## config.mk

```make
export PLATFORM = sky130hd
export DESIGN_NAME = fetch_controller
export DESIGN_NICKNAME = d
export VERILOG_FILES = /design/src/rtl/fetch_controller.sv
export SDC_FILE = /design/constraint.sdc
export NUM_CORES = 1
export LEC_CHECK = 0
export BUFFER_PORTS_ARGS = -buffer_cell sky130_fd_sc_hd__buf_2
export CAP_MARGIN = 15
export CORE_AREA = 2 2 139 141
export CTS_CLUSTER_DIAMETER = 150
export DETAILED_ROUTE_END_ITERATION = 12
export DIE_AREA = 0 0 141 143
export PLACE_DENSITY = 0.68
export SLEW_MARGIN = 20
export SYNTH_ARGS = -nofsm -noshare
export SYNTH_HDL_FRONTEND = slang
export SYNTH_SLANG_ARGS = --single-unit
```

## constraint.sdc

```tcl
create_clock -name clk -period 12.3 [get_ports clk]
set_input_delay 1.845 -clock clk [delete_from_list [all_inputs] [get_ports clk]]
set_output_delay 1.845 -clock clk [all_outputs]
set_load 0.03 [all_outputs]
```

## src/rtl/fetch_controller.sv

```systemverilog
// Instruction fetch sequencer: owns the fetch PC, captures {pc, instr} from a
// combinational instruction memory into a small prefetch FIFO, and hands entries to decode.

`ifndef DATA_WIDTH
`define DATA_WIDTH 32
`endif
`ifndef INSTR_WIDTH
`define INSTR_WIDTH 32
`endif
`ifndef NOP_INSTRUCTION
`define NOP_INSTRUCTION 32'h0000_0013
`endif

module fetch_controller #(
  parameter logic [31:0] RESET_PC = 32'h0000_0000,
  parameter int unsigned DEPTH    = 2
) (
  input  logic                    clk,
  input  logic                    rst_n,
  input  logic                    fetch_en,
  output logic [`DATA_WIDTH-1:0]  imem_addr,
  input  logic [`INSTR_WIDTH-1:0] imem_instr,
  input  logic                    redirect_valid,
  input  logic [`DATA_WIDTH-1:0]  redirect_pc,
  output logic                    out_valid,
  input  logic                    out_ready,
  output logic [`INSTR_WIDTH-1:0] out_instr,
  output logic [`DATA_WIDTH-1:0]  out_pc,
  output logic [31:0]             fetch_count
);

  localparam int unsigned PW = $clog2(DEPTH);

  typedef logic [PW-1:0]           ptr_t;
  typedef logic [PW:0]             cnt_t;
  typedef logic [`DATA_WIDTH-1:0]  addr_t;
  typedef logic [`INSTR_WIDTH-1:0] instr_t;

  localparam cnt_t  FULL       = cnt_t'(DEPTH);
  localparam addr_t ALIGN_MASK = ~addr_t'(3);

  addr_t  pc_mem    [DEPTH];
  instr_t instr_mem [DEPTH];

  addr_t  fetch_pc;
  ptr_t   wr_ptr;
  ptr_t   rd_ptr;
  cnt_t   count;
  logic   push;
  logic   pop;

  // A pop frees a slot in the same edge, so a full FIFO can still accept a push.
  assign out_valid = (count != '0);
  assign pop       = out_valid & out_ready;
  assign push      = fetch_en & ~redirect_valid & ((count < FULL) | pop);

  assign imem_addr = fetch_pc;
  assign out_instr = out_valid ? instr_mem[rd_ptr] : `NOP_INSTRUCTION;
  assign out_pc    = out_valid ? pc_mem[rd_ptr]    : '0;

  // NOTE: sequential state uses non-blocking assignments so every register
  // samples the pre-edge values of its neighbours, independent of statement order.
  always_ff @(posedge clk or negedge rst_n) begin
    if (!rst_n) begin
      fetch_pc    <= RESET_PC;
      wr_ptr      <= '0;
      rd_ptr      <= '0;
      count       <= '0;
      fetch_count <= '0;
    end else begin
      // Decode saw the handshake even if a redirect throws the entry away.
      if (pop) fetch_count <= fetch_count + 32'd1;

      if (redirect_valid) begin
        fetch_pc <= redirect_pc & ALIGN_MASK;
        wr_ptr   <= '0;
        rd_ptr   <= '0;
        count    <= '0;
      end else begin
        if (push) begin
          fetch_pc <= fetch_pc + addr_t'(4);
          wr_ptr   <= wr_ptr + ptr_t'(1);
        end
        if (pop) rd_ptr <= rd_ptr + ptr_t'(1);
        count <= count + cnt_t'(push) - cnt_t'(pop);
      end
    end
  end

  // NOTE: the FIFO storage has no reset; occupancy gates every read, so stale
  // contents are never observed and the array can map onto plain flops or RAM.
  always_ff @(posedge clk) begin
    if (push) begin
      pc_mem[wr_ptr]    <= fetch_pc;
      instr_mem[wr_ptr] <= imem_instr;
    end
  end

endmodule

```

==> summary.txt, run 1 <==
Setup path
  – Critical-path cell list: buf_4 -> mux2i_1 -> nor2_1 -> buf_2
  – Worst Reg-to-Reg Cells: 5
  – CP Class: register to primary output
  – CP Capture Type: primary output
  – CP Launch Type: register
  – Slowest cell delay on critical path: 0.72 ns
  – Arrival time at the worst endpoint: 2.39 ns
  – Worst-path fanout max: 39
  – CP Data Required Time: 10.45 ns
  – Slowest-stage cell, CP: dfrtp_4

Final layout
  – Ant. Diodes: 0
  – Most common cell after layout, fill and taps aside: buf_2
  – Area Overhead vs Synth: 21.70%
  – Share of layout cells above drive strength 1: 0.3182
  – Final instance area: 9998 um^2
  – Most frequent cells in the layout: 191 x buf_2, 124 x edfxtp_1, 70 x nor2_1, 65 x dfrtp_1, 64 x mux2i_1
  – Final net count: 874

Timing
  – Total negative slack: 0 ns
  – Final hold violation count: 0
  – Fmax: 0.2359 GHz
  – Period utilization: 0.3447
  – Max-slew violation count: 0
  – Endpoints failing setup: 0
  – Setup WS post-layout: 8.061 ns
  – Unrepaired setup endpoints after global routing: false
  – Clock Skews: 0.008952 ns
  – Minimum clock period: 4.239 ns
  – WHS: 0.4745 ns
  – Rel. slew slack: 0.4168
  – Least-Margin Pin Slew: 0.8749 ns

Placed design
  – Final GP Congestion: 0.7406
  – # port buffers: 191
  – Post-Place Cell Area: 9375 um^2
  – Dpl ws: 7.802 ns
  – DP HPWL: 11520 um

GRT
  – Total GRT Usage: 0.1762
  – First-pass GRT wire length: 27270 um
  – Largest net degree at the start of global routing: 67
  – Vias in the first global route: 5223
  – Antenna violations before repair: 0
  – GRT overflow: 0

Floorplanning
  – Die Y: 143 um
  – Row count: 50
  – Core area: 18580 um^2
  – Die width: 141 um
  – Ports: 198
  – Die area: 20160 um^2
  – Initial core utilization: 0.4422

CTS
  – Postcts setup bufs: 0
  – CTS tree: built
  – Clock buffer depth: 2
  – Reg clk slew, reported paths: 0.07 ns
  – Clk_lat worst skew: 0.43 ns
  – Post_cts resized: 0
  – CTS Buf Count: 17
  – CTS root buf: clkbuf_16
  – H-Tree Depth: 4
  – Sink Count: 190
  – Cts hold-fix bufs: 0

Drt
  – Final ANT Viol Nets: 0
  – DRC: 0
  – Initial DRT Pass Iterations: 4
  – Drt total wl: 17500 um
  – 1st-iter DRT viols: 254
  – Via count: 5328
  – Routed vias/inst: 5.084
  – WL per Instance: 16.70 um

Synthesis
  – Register area share after synthesis: 0.6543
  – Number of synthesized flops with an enable pin: 124
  – Synth Cell Area: 8215 um^2
  – Yosys cell types: 40
  – Main synth FF type: edfxtp_1
  – Synth Area per Inst: 13.38 um^2
  – Post-Syn Instances: 614
  – Synth Warn #: 0
  – Ranking of synthesized cells by area: edfxtp_1 45%, dfrtp_1 20%, mux2i_1 7.8%, xnor2_1 4.8%, nor2_1 3.3%
  – Synth area leader: edfxtp_1
  – Post-synth top area share: 0.4532
  – Number of synthesized register bits: 190
  – Async set or reset register ratio after synthesis: 0.3474

Pwr
  – Pwr Density: 188.9 nW/um^2
  – Max rail drop VDD: 0.1004 mV
  – Leak: 4.138 nW

Status
  – Status: completed

Min path
  – Worst Hold Depth: 1
  – Min-delay worst type: register to register

Flow run
  – Max-cap violation count: 0
[cells in the mapped netlist, types with 2 or more instances]
master / instances
clkbuf_1: 15
nor2b_1: 2
buf_4: 5
edfxtp_1: 124
xnor2_1: 45
nand4_1: 14
mux2i_1: 64
nand2_1: 55
nor2_1: 73
and3_4: 2
ha_1: 4
nand2b_1: 3
o21ai_0: 13
inv_1: 7
nand3_4: 2
and4_1: 7
nor4_1: 2
o21ai_1: 14
nand2_2: 2
and3_1: 14
and2_1: 7
buf_2: 8
nor4_2: 9
dfrtp_1: 66
buf_6: 3
xor2_1: 17
nor4_4: 4
nor3_1: 5
nand3_1: 15
nor3_2: 3
[state kept, by name (all words and copies together), names as in the netlist]
register     cells
instr_mem       64
pc_mem          60
fetch_count     32
imem_addr       30
count            2
rd_ptr           1
wr_ptr           1
[final cells by class]
class / count / area (um^2)
clock buffers: 17 / 425.4
clock inverters: 15 / 197.7
fillers: 1629 / 8582
inverters: 8 / 30.03
multi-input cells: 387 / 2673
flip-flops and latches: 190 / 5379
well taps: 234 / 292.8
repair buffers: 197 / 1001
[through the flow]
stage	utilization	cells	power (W)
after global placement	0.5046	1016	0.001328
after detailed placement	0.5046	1016	0.001332
after global routing	0.5381	1048	0.001979
after floorplan	-	617	0.001171
final	0.5381	1048	0.001889
after CTS	0.5381	1048	0.001916
[kinds of logic (layout without fill, tap and decap cells)]
logic type               after synthesis  after routing  share of synthesized area
AO/OA/AOI/OAI                         30             30                    0.01980
XOR/XNOR                              62             62                    0.06610
adder cells (fa/ha/maj)                4              4                   0.006092
buffers and inverters                 40            237                    0.02452
flip-flops                           190            190                     0.6543
multiplexers                          66             66                    0.08072
other                                  1              4                  0.0004565
AND/OR/NAND/NOR                      221            221                     0.1480
[critical path: cells and delay by family (launching register included)]
kind | cells | cell delay (ns)
and+or+nand+nor | 1 | 0.06
muxes | 1 | 0.28
buffers and inverters | 2 | 0.89
DFF | 1 | 0.72
[worst paths after layout]
kind | from | end | slack [ns]
setup reg to reg | count[1] | instr_mem[1][14] | 9.42
setup / recovery | rd_ptr | out_pc[29] | 8.06
min in group asynchronous | rst_n | imem_addr[19] | 1.62
max in group asynchronous | rst_n | rd_ptr | 10.04
hold reg to reg | fetch_count[31] | fetch_count[31] | 0.47
hold / removal | fetch_count[31] | fetch_count[31] | 0.47
[report_power, final]
group / internal (W) / switching (W)
Clock: 0.000327 / 0.000252
Combinational: 0.000160 / 0.000351
Sequential: 0.000742 / 0.0000569
[routing by layer]
metal	GRT usage	share of wire	up-vias
met5	0	0	-
met4	0.05842	0.013	0
met3	0.04192	0.054	17
met2	0.2899	0.49	140
met1	0.2320	0.44	2615
li1	-	-	2556
Power figures use the tool's default switching activity.
==> run 2, diff against run 1 <==
Settings changed: PLACE_DENSITY 0.68 to 0.7.
Clock period 12.3 ns to 3.6 ns, I/O delays scaled along.
==> run 2 against run 1 <==
Register-to-register slack got worse by 8.2 ns. First-iteration DRC count rose by 7.9%. Largest cell class unchanged. Critical path depth is the same. Global-route usage down 0.15 points. Sequential power rose to 3.4 times the previous value.
==> summary.txt, run 2 (synthesis results as in run 1) <==
Status
  – Status: completed

Timing
  – Unrepaired setup endpoints after global routing: false
  – Period utilization: 0.7141
  – Minimum clock period: 2.571 ns
  – Final hold violation count: 0
  – Setup WS post-layout: 1.029 ns
  – Total negative slack: 0 ns
  – Max-slew violation count: 0
  – Fmax: 0.3890 GHz
  – Endpoints failing setup: 0
  – Rel. slew slack: 0.3934
  – Clock Skews: 0.01071 ns
  – Least-Margin Pin Slew: 0.9099 ns

Floorplanning
  – Die width: 141 um
  – Initial core utilization: 0.4422
  – Die Y: 143 um
  – Die area: 20160 um^2
  – Ports: 198
  – Row count: 50
  – Core area: 18580 um^2

Final layout
  – Area Overhead vs Synth: 21.02%
  – Final net count: 875
  – Largest register FFs: 64
  – Ant. Diodes: 0
  – Non-filler cells, final: 1049
  – Top reg by flops: instr_mem
  – Final Core Density: 0.5351
  – Most frequent cells in the layout: 190 x buf_2, 124 x edfxtp_1, 70 x nor2_1, 65 x dfrtp_1, 64 x mux2i_1
  – Biggest regs: instr_mem x64, pc_mem x60, fetch_count x32
  – Share of layout cells above drive strength 1: 0.3141
  – Most common cell after layout, fill and taps aside: buf_2
  – Fillers: 1627

Setup path
  – CP Class: register to primary output
  – Top Family by Delay on Critical Path: flip-flops
  – CP Launch Type: register
  – Worst-path fanout max: 39
  – Arrival time at the worst endpoint: 2.03 ns
  – Critical-path cell list: buf_12 -> mux2i_1 -> nor2_1 -> buf_2
  – CP Data Required Time: 3.06 ns
  – CP Capture Type: primary output
  – Worst r2r src: count[1]
  – Slowest-stage cell, CP: dfrtp_4
  – CP Buf/Inv Count: 2
  – Slowest cell delay on critical path: 0.74 ns
  – Worst Reg-to-Reg Cells: 5
  – Critical Path Stages: 4
  – Reg2Reg Setup Slack: 1.19 ns
  – Critical register-to-register path endpoint: instr_mem[0][25]

CTS
  – Sink Count: 190
  – Clk_lat worst skew: 0.42 ns
  – Cts hold-fix bufs: 0
  – H-Tree Depth: 4
  – Clock buffer depth: 2
  – CTS root buf: clkbuf_16
  – Postcts setup bufs: 0
  – CTS Buf Count: 17
  – Post_cts resized: 0
  – Reg clk slew, reported paths: 0.07 ns
  – CTS tree: built

Placed design
  – Final GP Congestion: 0.7836
  – # port buffers: 191
  – DP HPWL: 11550 um
  – Dpl ws: 0.8774 ns
  – Placed cell count: 1017

GRT
  – Total GRT Usage: 0.1747
  – Antenna violations before repair: 0
  – GRT overflow: 0
  – Largest net degree at the start of global routing: 67
  – Vias in the first global route: 5174
  – First-pass GRT wire length: 27110 um

Flow run
  – Max-cap violation count: 0

Pwr
  – Overall power: 0.006222 W
  – Leak: 4.103 nW
  – Max rail drop VDD: 0.3570 mV
  – Pwr Density: 625.8 nW/um^2

Drt
  – WL per Instance: 16.61 um
  – Via count: 5277
  – Routed vias/inst: 5.031
  – Initial DRT Pass Iterations: 4
  – 1st-iter DRT viols: 274
  – Final ANT Viol Nets: 0
  – Drt total wl: 17420 um
  – DRC: 0

Min path
  – Min-delay worst type: primary input to async pin
==> run 2: cell types whose count changed in the layout (fill, tap and decap cells not counted) <==
cell,change
bufinv_16,-2
buf_4,+1
clkinvlp_4,+1
clkinv_2,+1
clkinvlp_2,+1
inv_8,-3
buf_12,+1
buf_2,-1
inv_6,-1
clkinv_1,+4
clkinv_4,-1
==> run 2: cell type report <==
cell class / instances / area [um^2] / area share
clock buffers: 17 / 425.4 / 0.04279
clock inverters: 15 / 118.9 / 0.01196
inverters: 8 / 30.03 / 0.003020
multi-input cells: 387 / 2673 / 0.2688
flip-flops and latches: 190 / 5379 / 0.5410
well taps: 234 / 292.8 / 0.02945
repair buffers: 198 / 1023 / 0.1029
==> run 2: stage by stage <==
step / hold slack (ns) / cell area, um^2
after floorplan: 0.2444 / 8227
after global placement: 0.4583 / 9398
after detailed placement: 0.4581 / 9398
after CTS: 0.2654 / 9942
after global routing: 0.2788 / 9942
final: 0.2147 / 9942
==> run 2: worst max-delay path by stage <==
stage / startpoint / to
finish: rd_ptr / out_instr[14]
global route: rd_ptr / out_instr[7]
CTS: rd_ptr / out_instr[3]
detailed placement: out_ready / instr_mem[1][18]
global placement: out_ready / instr_mem[1][3]
floorplan: out_ready / instr_mem[0][0]
==> run 2: worst reg2reg max path, cell delays in order (launching register included) <==
cell      delay [ns]
dfrtp_1         0.44
nand2b_1        0.24
and2_1          0.40
nand2b_1        0.25
nor2_4          0.14
buf_4           0.56
==> run 2: layer usage <==
metal / track usage / share of wire
met1: 0.2195 / 0.44
met2: 0.2970 / 0.49
met3: 0.04225 / 0.056
met4: 0.06211 / 0.017
met5: 0 / 0
==> run 2: report_power, final <==
part           internal (W)  switching (W)
sequential          0.00253       0.000199
clock              0.000947       0.000798
combinational      0.000556        0.00119
